<file path="src/rtl/rx_byte_fifo.sv">
// rx_byte_fifo
//   Downstream consumer of the UART receive block. A small capture FSM drains
//   the one-byte receive buffer through the data_ready/data_read handshake
//   into a DEPTH-entry FIFO. Each entry is tagged with the overrun status.
//   Bytes are presented to the host on a first-word-fall-through valid/ready
//   port.
//
// Ports
//   clk, n_rst      system clock (rising edge), asynchronous active-low reset
//   data_ready      receive buffer holds an unread byte
//   rx_data         receive buffer byte
//   overrun_error   receive buffer overwrote an unread byte (stored as tag)
//   framing_error   stop bit failure on the current frame (counted only)
//   data_read       one-cycle pulse: byte consumed from the receive buffer
//   out_data        FIFO head byte (valid when out_valid)
//   out_err         overrun tag stored with the head byte
//   out_valid       FIFO not empty
//   out_ready       host accepts the head; pop when out_valid && out_ready
//   full            count == DEPTH
//   count           entries held, 0..DEPTH
//
// Optional feature, enabled by defining the macro RX_ERR_CNT_EN:
//   cnt_clr         synchronous clear of both error counters
//   ferr_cnt        saturating count of framing_error rising edges
//   oerr_cnt        saturating count of overrun_error rising edges

module rx_byte_fifo #(
    parameter int unsigned DEPTH     = 8,
    parameter int unsigned ERR_CNT_W = 8,
    localparam int unsigned ADDR_W   = $clog2(DEPTH)
) (
    input  logic              clk,
    input  logic              n_rst,
    input  logic              data_ready,
    input  logic [7:0]        rx_data,
    input  logic              overrun_error,
    input  logic              framing_error,
    output logic              data_read,
    output logic [7:0]        out_data,
    output logic              out_err,
    output logic              out_valid,
    input  logic              out_ready,
    output logic              full,
    output logic [ADDR_W:0]   count
`ifdef RX_ERR_CNT_EN
    ,
    input  logic                 cnt_clr,
    output logic [ERR_CNT_W-1:0] ferr_cnt,
    output logic [ERR_CNT_W-1:0] oerr_cnt
`endif
);

    localparam int unsigned CNT_W = ADDR_W + 1;
    localparam logic [ADDR_W:0] FULL_COUNT = CNT_W'(DEPTH);

    typedef enum logic [1:0] {
        ST_IDLE,
        ST_READ,
        ST_WAIT
    } cap_state_e;

    cap_state_e          state_q, state_d;
    logic                data_read_q, data_read_d;
    logic [ADDR_W-1:0]   wr_ptr_q, wr_ptr_d;
    logic [ADDR_W-1:0]   rd_ptr_q, rd_ptr_d;
    logic [ADDR_W:0]     count_q, count_d;
    logic [8:0]          mem_q [DEPTH];
    logic [8:0]          mem_d [DEPTH];

    logic                push;
    logic                pop;
    logic [8:0]          head;

    assign full      = (count_q == FULL_COUNT);
    assign out_valid = (count_q != '0);
    assign count     = count_q;
    assign data_read = data_read_q;

    // Head entry comes straight from storage so the first byte is visible
    // as soon as its write edge has passed.
    assign head     = mem_q[rd_ptr_q];
    assign out_data = head[7:0];
    assign out_err  = head[8];

    always_comb begin
        // full is the registered count, so a pop in the same cycle never
        // frees a slot for a push until the following edge.
        push = (state_q == ST_IDLE) && data_ready && !full;
        pop  = out_valid && out_ready;

        state_d = state_q;
        case (state_q)
            ST_IDLE: if (push) state_d = ST_READ;
            ST_READ: state_d = ST_WAIT;
            // Hold until the receive block drops data_ready so the byte
            // just taken is never captured twice.
            ST_WAIT: if (!data_ready) state_d = ST_IDLE;
            default: state_d = ST_IDLE;
        endcase

        // Moore output, registered from the next state.
        data_read_d = (state_d == ST_READ);

        mem_d    = mem_q;
        wr_ptr_d = wr_ptr_q;
        rd_ptr_d = rd_ptr_q;
        count_d  = count_q;

        if (push) begin
            mem_d[wr_ptr_q] = {overrun_error, rx_data};
            wr_ptr_d        = wr_ptr_q + 1'b1;
        end
        if (pop) begin
            rd_ptr_d = rd_ptr_q + 1'b1;
        end

        case ({push, pop})
            2'b10:   count_d = count_q + 1'b1;
            2'b01:   count_d = count_q - 1'b1;
            default: count_d = count_q;
        endcase
    end

    always_ff @(posedge clk or negedge n_rst) begin
        if (!n_rst) begin
            state_q     <= ST_IDLE;
            data_read_q <= 1'b0;
            wr_ptr_q    <= '0;
            rd_ptr_q    <= '0;
            count_q     <= '0;
            mem_q       <= '{default: '0};
        end else begin
            state_q     <= state_d;
            data_read_q <= data_read_d;
            wr_ptr_q    <= wr_ptr_d;
            rd_ptr_q    <= rd_ptr_d;
            count_q     <= count_d;
            mem_q       <= mem_d;
        end
    end

`ifdef RX_ERR_CNT_EN
    logic                 ferr_prev_q, ferr_prev_d;
    logic                 oerr_prev_q, oerr_prev_d;
    logic [ERR_CNT_W-1:0] ferr_cnt_q, ferr_cnt_d;
    logic [ERR_CNT_W-1:0] oerr_cnt_q, oerr_cnt_d;

    assign ferr_cnt = ferr_cnt_q;
    assign oerr_cnt = oerr_cnt_q;

    always_comb begin
        ferr_prev_d = framing_error;
        oerr_prev_d = overrun_error;
        ferr_cnt_d  = ferr_cnt_q;
        oerr_cnt_d  = oerr_cnt_q;

        // Clear has priority; counters saturate at all-ones.
        if (cnt_clr) begin
            ferr_cnt_d = '0;
            oerr_cnt_d = '0;
        end else begin
            if (framing_error && !ferr_prev_q && (ferr_cnt_q != '1))
                ferr_cnt_d = ferr_cnt_q + 1'b1;
            if (overrun_error && !oerr_prev_q && (oerr_cnt_q != '1))
                oerr_cnt_d = oerr_cnt_q + 1'b1;
        end
    end

    always_ff @(posedge clk or negedge n_rst) begin
        if (!n_rst) begin
            ferr_prev_q <= 1'b0;
            oerr_prev_q <= 1'b0;
            ferr_cnt_q  <= '0;
            oerr_cnt_q  <= '0;
        end else begin
            ferr_prev_q <= ferr_prev_d;
            oerr_prev_q <= oerr_prev_d;
            ferr_cnt_q  <= ferr_cnt_d;
            oerr_cnt_q  <= oerr_cnt_d;
        end
    end
`else
    // framing_error only feeds the error counters; without them it is
    // deliberately left unconnected.
    localparam int unsigned UNUSED_ERR_CNT_W = ERR_CNT_W;
    logic unused_framing_error;
    assign unused_framing_error = framing_error;
`endif

endmodule

</file>
<file path="config.mk">
export PLATFORM = sky130hd
export DESIGN_NAME = rx_byte_fifo
export DESIGN_NICKNAME = d
export VERILOG_FILES = /design/src/rtl/rx_byte_fifo.sv
export SDC_FILE = /design/constraint.sdc
export NUM_CORES = 1
export LEC_CHECK = 0
export ABC_AREA = 1
export BUFFER_PORTS_ARGS = -buffer_cell sky130_fd_sc_hd__buf_2
export CORE_MARGIN = 4
export CORE_UTILIZATION = 35
export CTS_BUF_LIST = sky130_fd_sc_hd__clkbuf_8
export DETAILED_ROUTE_END_ITERATION = 12
export SYNTH_ARGS = -nofsm -noshare
export SYNTH_HDL_FRONTEND = slang
export SYNTH_SLANG_ARGS = --single-unit
</file>
<file path="constraint.sdc">
create_clock -name clk -period 4.15 [get_ports clk]
set_input_delay 0.83 -clock clk [delete_from_list [all_inputs] [get_ports clk]]
set_output_delay 0.83 -clock clk [all_outputs]
set_load 0.01 [all_outputs]
</file>
==> results by group, run 1 <==
STA
  – Final max-slew violation count: 0
  – Clock Skew: 0.01246 ns
  – Period utilisation layout: 0.7448
  – Max Clk Rate: 323.5 MHz
  – RSZ-0062 raised after global routing: false
  – Final Hold Violating Endpoints: 0
  – Slew HR: 0.3751
  – Final Setup Violations: 0
  – Post-layout minimum cycle time: 3.091 ns
  – Worst slew pin tran: 0.9374 ns
  – Setup TNS: 0 ns

Power and ir drop
  – Static leakage: 2.512 nW
  – NetSw: 1.899 mW
  – Clk pwr share: 0.155
  – Power Total: 4.027 mW
  – Power Internal: 2.128 mW
  – Comb pwr share: 0.463
  – Part of the power in registers: 0.382
  – Power Density: 809.5 mW/mm^2
  – Switching portion of total power: 0.4717
  – Max rail drop VDD: 311.2 uV

Job
  – Max Cap Viol: 0

Global route
  – Initial antenna violation count: 0
  – Total GRT Usage: 0.1709
  – Via count of the first global-routing pass: 3624
  – Total grt overflow: 0
  – First-pass GRT wire length: 19.86 mm
  – Largest net degree at the start of global routing: 81

Logic synthesis
  – Syn_nets: 597
  – Post-synth top area cell: dfrtp_1
  – EDFF count, synth: 0
  – Gate Count Post-Synth: 577
  – Prevailing post-synth register cell: dfrtp_1
  – Post-synthesis sequential area ratio: 0.4635
  – Library cells used by synthesis: 28
  – Top-count cell post-synth: nand2_1
  – Count of state elements after synthesis: 85
  – Yosys top cell area share: 0.4635
  – Post-Syn Area per Cell: 7.954 sq um
  – Cell area after synthesis: 0.004589 sq mm
  – Synth warn: 0
  – Synth area leaders: dfrtp_1 (46%), nand2_1 (19%), nand4_1 (9.8%)
  – Commonest cells post-synth: nand2_1 (236), dfrtp_1 (85), nand4_1 (72)
  – Synth async-reset ratio: 1.000

Route
  – Routed Antenna Nets: 0
  – Iter 0 DRT Violations: 275
  – WL final: 12.15 mm
  – Via count: 3878
  – Wire per inst: 16.01 microns
  – DRC: 0
  – TritonRoute pass-1 iters: 5
  – Via density: 5.109

Layout
  – Layout area overhead: 8.397%
  – Final cell count without fillers: 759
  – Final Util: 0.3910
  – Diodes inserted: 0
  – Layout Nets: 602
  – Multi-input logic area: 0.002172 sq mm
  – Fillers: 1354
  – Design Area, Final: 0.004975 sq mm
  – Storage cell area: 0.002127 sq mm
  – Ratio of cells with drive above 1 in the final layout: 0.1346

Critical path
  – Critical Path Stages: 6
  – Crit-path max cell delay: 0.79 ns
  – Worst R2R Path Depth: 10
  – Critical path class: reg2out
  – Crit Path Max Fanout: 37
  – WP data arrival: 2.26 ns
  – Reg-to-Reg Start: count[1]
  – Worst setup EP type: output port
  – Critical Path RT: 3.32 ns
  – Buf/Inv on CP: 2
  – Delay-heaviest family, CP: flip-flops
  – CP Launch Point: rd_ptr_q[0]
  – Worst setup SP type: flop
  – Cell chain of the critical path: inv_4, o21ai_0, nand2_1, nand2_1, nand2_1, buf_2
  – Cell at the slowest stage of the critical path: dfrtp_1
  – Most used cell, CP: nand2_1

Hold path
  – HP Start: mem_q[41]
  – Class of the worst hold path: reg2reg
  – Hold depth: 2

Floorplanning
  – Die area: 0.01501 sq mm
  – Die Y: 122.5 microns
  – Starting Density: 0.3607
  – Die W: 122.5 microns
  – CORE AREA: 0.01272 sq mm
  – Site Rows: 41
  – IO Pins: 30

Run status
  – Status: completed

Placement
  – Gpl congestion: 0.7991
  – DP Wirelength: 7.809 mm
  – Placed cells: 743
  – Buffers on Ports: 28
  – Placed Area: 0.004770 sq mm

Clock network
  – Root buffer cell: clkbuf_8
  – TritonCTS Sinks: 85
  – Setup repair bufs after CTS: 0
  – CTS resizes: 0
  – CTS tree: done
  – H-tree Lvls: 3
  – CTS Hold Bufs: 0
  – Clk Latency, worst-skew pair: 0.37 ns
  – CTS Buf Count: 9
  – Bufs on Longest Clock Path: 2
  – Clock transition at path regs: 0.10 ns
tightest hold or removal path, cell delays in order, from the launching register on:
cell and delay [ns]:
dfrtp_1 0.35, nand2_1 0.05, nand2_1 0.04
layer usage:
layer | vias to the layer above | track usage | share of wire
met1 | 1829 | 0.2537 | 0.48
met2 | 116 | 0.2504 | 0.44
met4 | 0 | 0.05528 | 0.020
met5 | - | 0 | 0
met3 | 17 | 0.03272 | 0.058
li1 | 1916 | - | -
flip-flops by register name, summed over array words and instances, names as in the netlist:
name,count
mem_q,72
wr_ptr_q,3
data_read,1
rd_ptr_q,3
state_q,2
count,4
cells in the final DEF (no fill, tap or decap), types with 2 or more instances in the layout:
cell type and count:
nor2_1 46, nand4_1 72, clkinv_4 3, nand2_1 236, nand2_2 3, inv_1 10, xor2_1 3, inv_6 2
ha_1 5, o21ai_0 23, xnor2_1 3, dfrtp_1 85, nand3_1 3, o21ai_1 20, nor2_4 8, clkbuf_8 9
inv_4 3, nand3_4 9, buf_4 6, buf_2 27, inv_2 4
final timing paths:
check                              end  slack, ns
setup / recovery           out_data[4]       1.06
hold / removal               mem_q[41]       0.47
setup reg to reg              count[3]       1.56
hold reg to reg              mem_q[41]       0.47
max in group asynchronous    mem_q[59]       2.75
min in group asynchronous    mem_q[20]       0.55
final cells by class:
cell class | instances | area share
flip-flops and latches | 85 | 0.4276
repair buffers | 33 | 0.03622
well taps | 172 | 0.04326
inverters | 18 | 0.01509
clock buffers | 9 | 0.02490
clock inverters | 7 | 0.01635
multi-input cells | 435 | 0.4366
logic make-up (layout without fill, tap and decap cells):
family,after synthesis,after routing,synth area share
and+or+nand+nor,380,380,0.3939
buffers and inverters,57,67,0.06625
DFF,85,85,0.4635
AOI/OAI and AO/OA,43,43,0.04689
adders and majority gates,6,6,0.01799
xor gates and xnor gates,6,6,0.01145
per-stage QoR:
step	hold slack, ns	worst slack [ns]
after CTS	0.4780	1.055
after detailed placement	0.4542	1.468
after floorplan	0.4366	1.792
final	0.4740	1.059
after global routing	0.5012	0.8386
after global placement	0.4479	1.464
power groups by stage:
stage	logic [mW]	clock network (mW)	registers, mW
after floorplan	1.49	0	1.42
after global placement	1.86	0	1.53
after detailed placement	1.88	0	1.55
after CTS	1.89	0.636	1.54
after global routing	2.13	0.672	1.59
final	1.86	0.625	1.54
No activity file was read; power rests on OpenSTA's default activity.
==> inputs of run 2 (changes only) <==
ABC_AREA = 0   (was 1)
clock period = 2.8 ns   (was 4.15 ns; I/O delays follow)
==> run 2 against run 1 <==
Compared with the run above: die area is 11% lower; wire length is 35% lower; critical path depth is 3 higher; critical endpoint is now count[3]; largest cell class is now flip-flops and latches; highest routed layer unchanged.
==> results by group, run 2 <==
Run status
  – Status: completed

Layout
  – Most flops, register: mem_q
  – Ratio of cells with drive above 1 in the final layout: 0.5791 (+0.4445)
  – Most common cell after layout, fill and taps aside: dfrtp_1
  – Most frequent cells in the layout: dfrtp_1 (84), mux2_2 (66), buf_2 (27)
  – Diodes inserted: 0 (unchanged)
  – Layout Nets: 312 (-48%)
  – Design Area, Final: 0.004662 sq mm (-6.3%)
  – Max FFs per register: 72 (unchanged)
  – Layout area overhead: 14.58%

Critical path
  – Cell at the slowest stage of the critical path: or4b_2
  – WP data arrival: 2.89 ns (+0.63 ns)
  – Buf/Inv on CP: 2 (unchanged)
  – Critical Path RT: 3.03 ns (-0.29 ns)
  – Crit-path max cell delay: 0.63 ns (-0.16 ns)
  – Worst setup EP type: flop
  – Delay-heaviest family, CP: simple AND/OR/NAND/NOR gates
  – Cell chain of the critical path: or4b_4, inv_2, nor3_2, inv_1, ha_4, ha_1, or4b_2, o311ai_0, o211ai_1
  – Worst setup SP type: flop
  – Crit Path Max Fanout: 7 (-81%)
  – Critical path class: reg2reg

Global route
  – Initial antenna violation count: 0 (unchanged)
  – Via count of the first global-routing pass: 2453 (-32%)
  – Largest net degree at the start of global routing: 53 (-35%)
  – Total grt overflow: 0 (unchanged)
  – First-pass GRT wire length: 13.22 mm (-33%)
  – Total GRT Usage: 0.1310 (-0.03985)

Power and ir drop
  – Static leakage: 2.053 nW (-18%)
  – Max rail drop VDD: 628.4 uV (+100%)
  – Power Density: 1203 mW/mm^2 (+49%)

STA
  – Clock Skew: 0.01046 ns (-0.001993 ns)
  – Final Hold Violating Endpoints: 0 (unchanged)
  – Hold WS: 0.2252 ns (-0.2488 ns)
  – Setup TNS: 0 ns (unchanged)
  – Post-layout minimum cycle time: 2.659 ns
  – Max Clk Rate: 376.1 MHz
  – Period utilisation layout: 0.9496
  – Final Setup Violations: 0 (unchanged)
  – RSZ-0062 raised after global routing: false
  – Slew HR: 0.5536 (+0.1786)
  – Final max-slew violation count: 0 (unchanged)
  – Worst slew pin tran: 0.6696 ns (-0.2678 ns)

Logic synthesis
  – Synth area leaders: dfrtp_1 (52%), mux2_2 (18%), mux4_2 (10%)
  – Syn_nets: 272 (-54%)
  – Post-synth top area cell: dfrtp_1
  – Cell area after synthesis: 0.004069 sq mm (-11%)
  – Top-count cell post-synth: dfrtp_1
  – Library cells used by synthesis: 34 (+21%)
  – Gate Count Post-Synth: 252 (-56%)
  – Synth warn: 0 (unchanged)
  – Yosys top cell area share: 0.5228 (+0.05929)
  – Synth async-reset ratio: 1.000 (unchanged)
  – Post-Syn Area per Cell: 16.15 sq um (+100%)
  – Commonest cells post-synth: dfrtp_1 (85), mux2_2 (66), mux2_4 (18), mux4_2 (18), inv_1 (8)
  – Prevailing post-synth register cell: dfrtp_1
  – EDFF count, synth: 0 (unchanged)
  – Count of state elements after synthesis: 85 (unchanged)
  – Post-synthesis sequential area ratio: 0.5228 (+0.05929)

Clock network
  – CTS Buf Count: 9 (unchanged)
  – Clock transition at path regs: 0.08 ns (-0.02 ns)
  – TritonCTS Sinks: 85 (unchanged)
  – Root buffer cell: clkbuf_8
  – Clk Latency, worst-skew pair: 0.36 ns (about the same)
  – H-tree Lvls: 3 (unchanged)
  – Bufs on Longest Clock Path: 2 (unchanged)
  – CTS tree: done

Route
  – DRC: 0 (unchanged)
  – WL final: 7.884 mm (-35%)
  – Routed Antenna Nets: 0 (unchanged)
  – TritonRoute pass-1 iters: 4 (-1)
  – Via count: 2211 (-43%)
  – Via density: 5.025 (-1.7%)
  – Iter 0 DRT Violations: 94 (-66%)
  – Wire per inst: 17.92 microns (+12%)

Floorplanning
  – Die W: 115.8 microns (-5.5%)
  – IO Pins: 30 (unchanged)
  – Starting Density: 0.3563 (-0.004395)
  – Site Rows: 39 (-4.9%)
  – Die area: 0.01341 sq mm (-11%)
  – CORE AREA: 0.01142 sq mm (-10%)
  – Die Y: 115.8 microns (-5.5%)

Placement
  – DP Wirelength: 5.205 mm (-33%)
  – Placed Area: 0.004422 sq mm (-7.3%)
  – Gpl congestion: 0.6969 (-13%)
  – Buffers on Ports: 28 (unchanged)

Hold path
  – Class of the worst hold path: in2async

Job
  – Max Cap Viol: 0 (unchanged)
-- run 2: cell count changes in the layout (fill, tap and decap cells not counted), sizes merged, moves of 18 or more --
cell   before  now
nand4      72    0
nand2     239    2
mux2        0   84
mux4        0   18
o21ai      43    1
nor2       55    1
-- run 2: path summary, 6_finish.rpt --
check                           from         to  slack (ns)  depth (start not counted)
max                         count[2]   count[3]        0.14                          9
min reg2reg                mem_q[45]  mem_q[45]        0.50                          1
min                            n_rst   mem_q[1]        0.23                          1
min in group clk           mem_q[45]  mem_q[45]        0.50                          1
max in group asynchronous      n_rst  mem_q[63]        1.95                          2
max reg2reg                 count[2]   count[3]        0.14                          9
-- run 2: layout make-up --
type,instances,area (sq um)
Clock buffer,10,137.6
Fill cell,1069,6756
Tap cell,143,178.9
Inverter,8,30.03
Sequential cell,85,2128
Clock inverter,6,86.33
Timing Repair Buffer,38,230.2
Multi-Input combinational cell,150,1871
-- run 2: cell families after synthesis --
family,after synthesis,synth area share
multiplexers,104,0.3536
flip-flops,85,0.5228
AND/OR/NAND/NOR,28,0.05812
buffers and inverters,17,0.02183
AO/OA/AOI/OAI,6,0.01045
adder cells (fa/ha/maj),6,0.02030
XOR/XNOR,6,0.01292
-- run 2: worst reg2reg max path, cell delays in order (launching register included) --
cell and delay [ns]:
dfrtp_2 0.44, or4b_4 0.56, inv_2 0.11, nor3_2 0.08, inv_1 0.10, ha_4 0.16
ha_1 0.24, or4b_2 0.63, o311ai_0 0.12, o211ai_1 0.12
-- run 2: routing by layer --
metal  routed length, microns  GRT usage
met1                     3850     0.1837
met2                     3675     0.2033
met3                      247    0.03133
met4                      110    0.03944
met5                        0          0
-- run 2: metrics by stage --
step / instances / utilization / setup WS [ns] / power (mW)
detailed placement: 422 / 0.3872 / 0.06629 / 4.716
global placement: 422 / 0.3872 / 0.1261 / 4.615
CTS: 438 / 0.4069 / 0.05442 / 5.689
finish: 440 / 0.4083 / 0.1412 / 5.608
global route: 440 / 0.4083 / 0.01575 / 6.041
floorplan: 252 / - / 0.004544 / 4.000
-- run 2: report_power, final --
group | switching (mW) | internal [mW]
combinational | 0.939 | 1.48
clock | 0.439 | 0.525
sequential | 0.388 | 1.83
-- run 2: what timing repair did --
action / 4_1_cts / 5_1_grt
resized for setup: 0 / 1
hold buffers: 0 / 0
buffers inserted: 0 / 2
endpoints found under the setup margin: 0 / 1
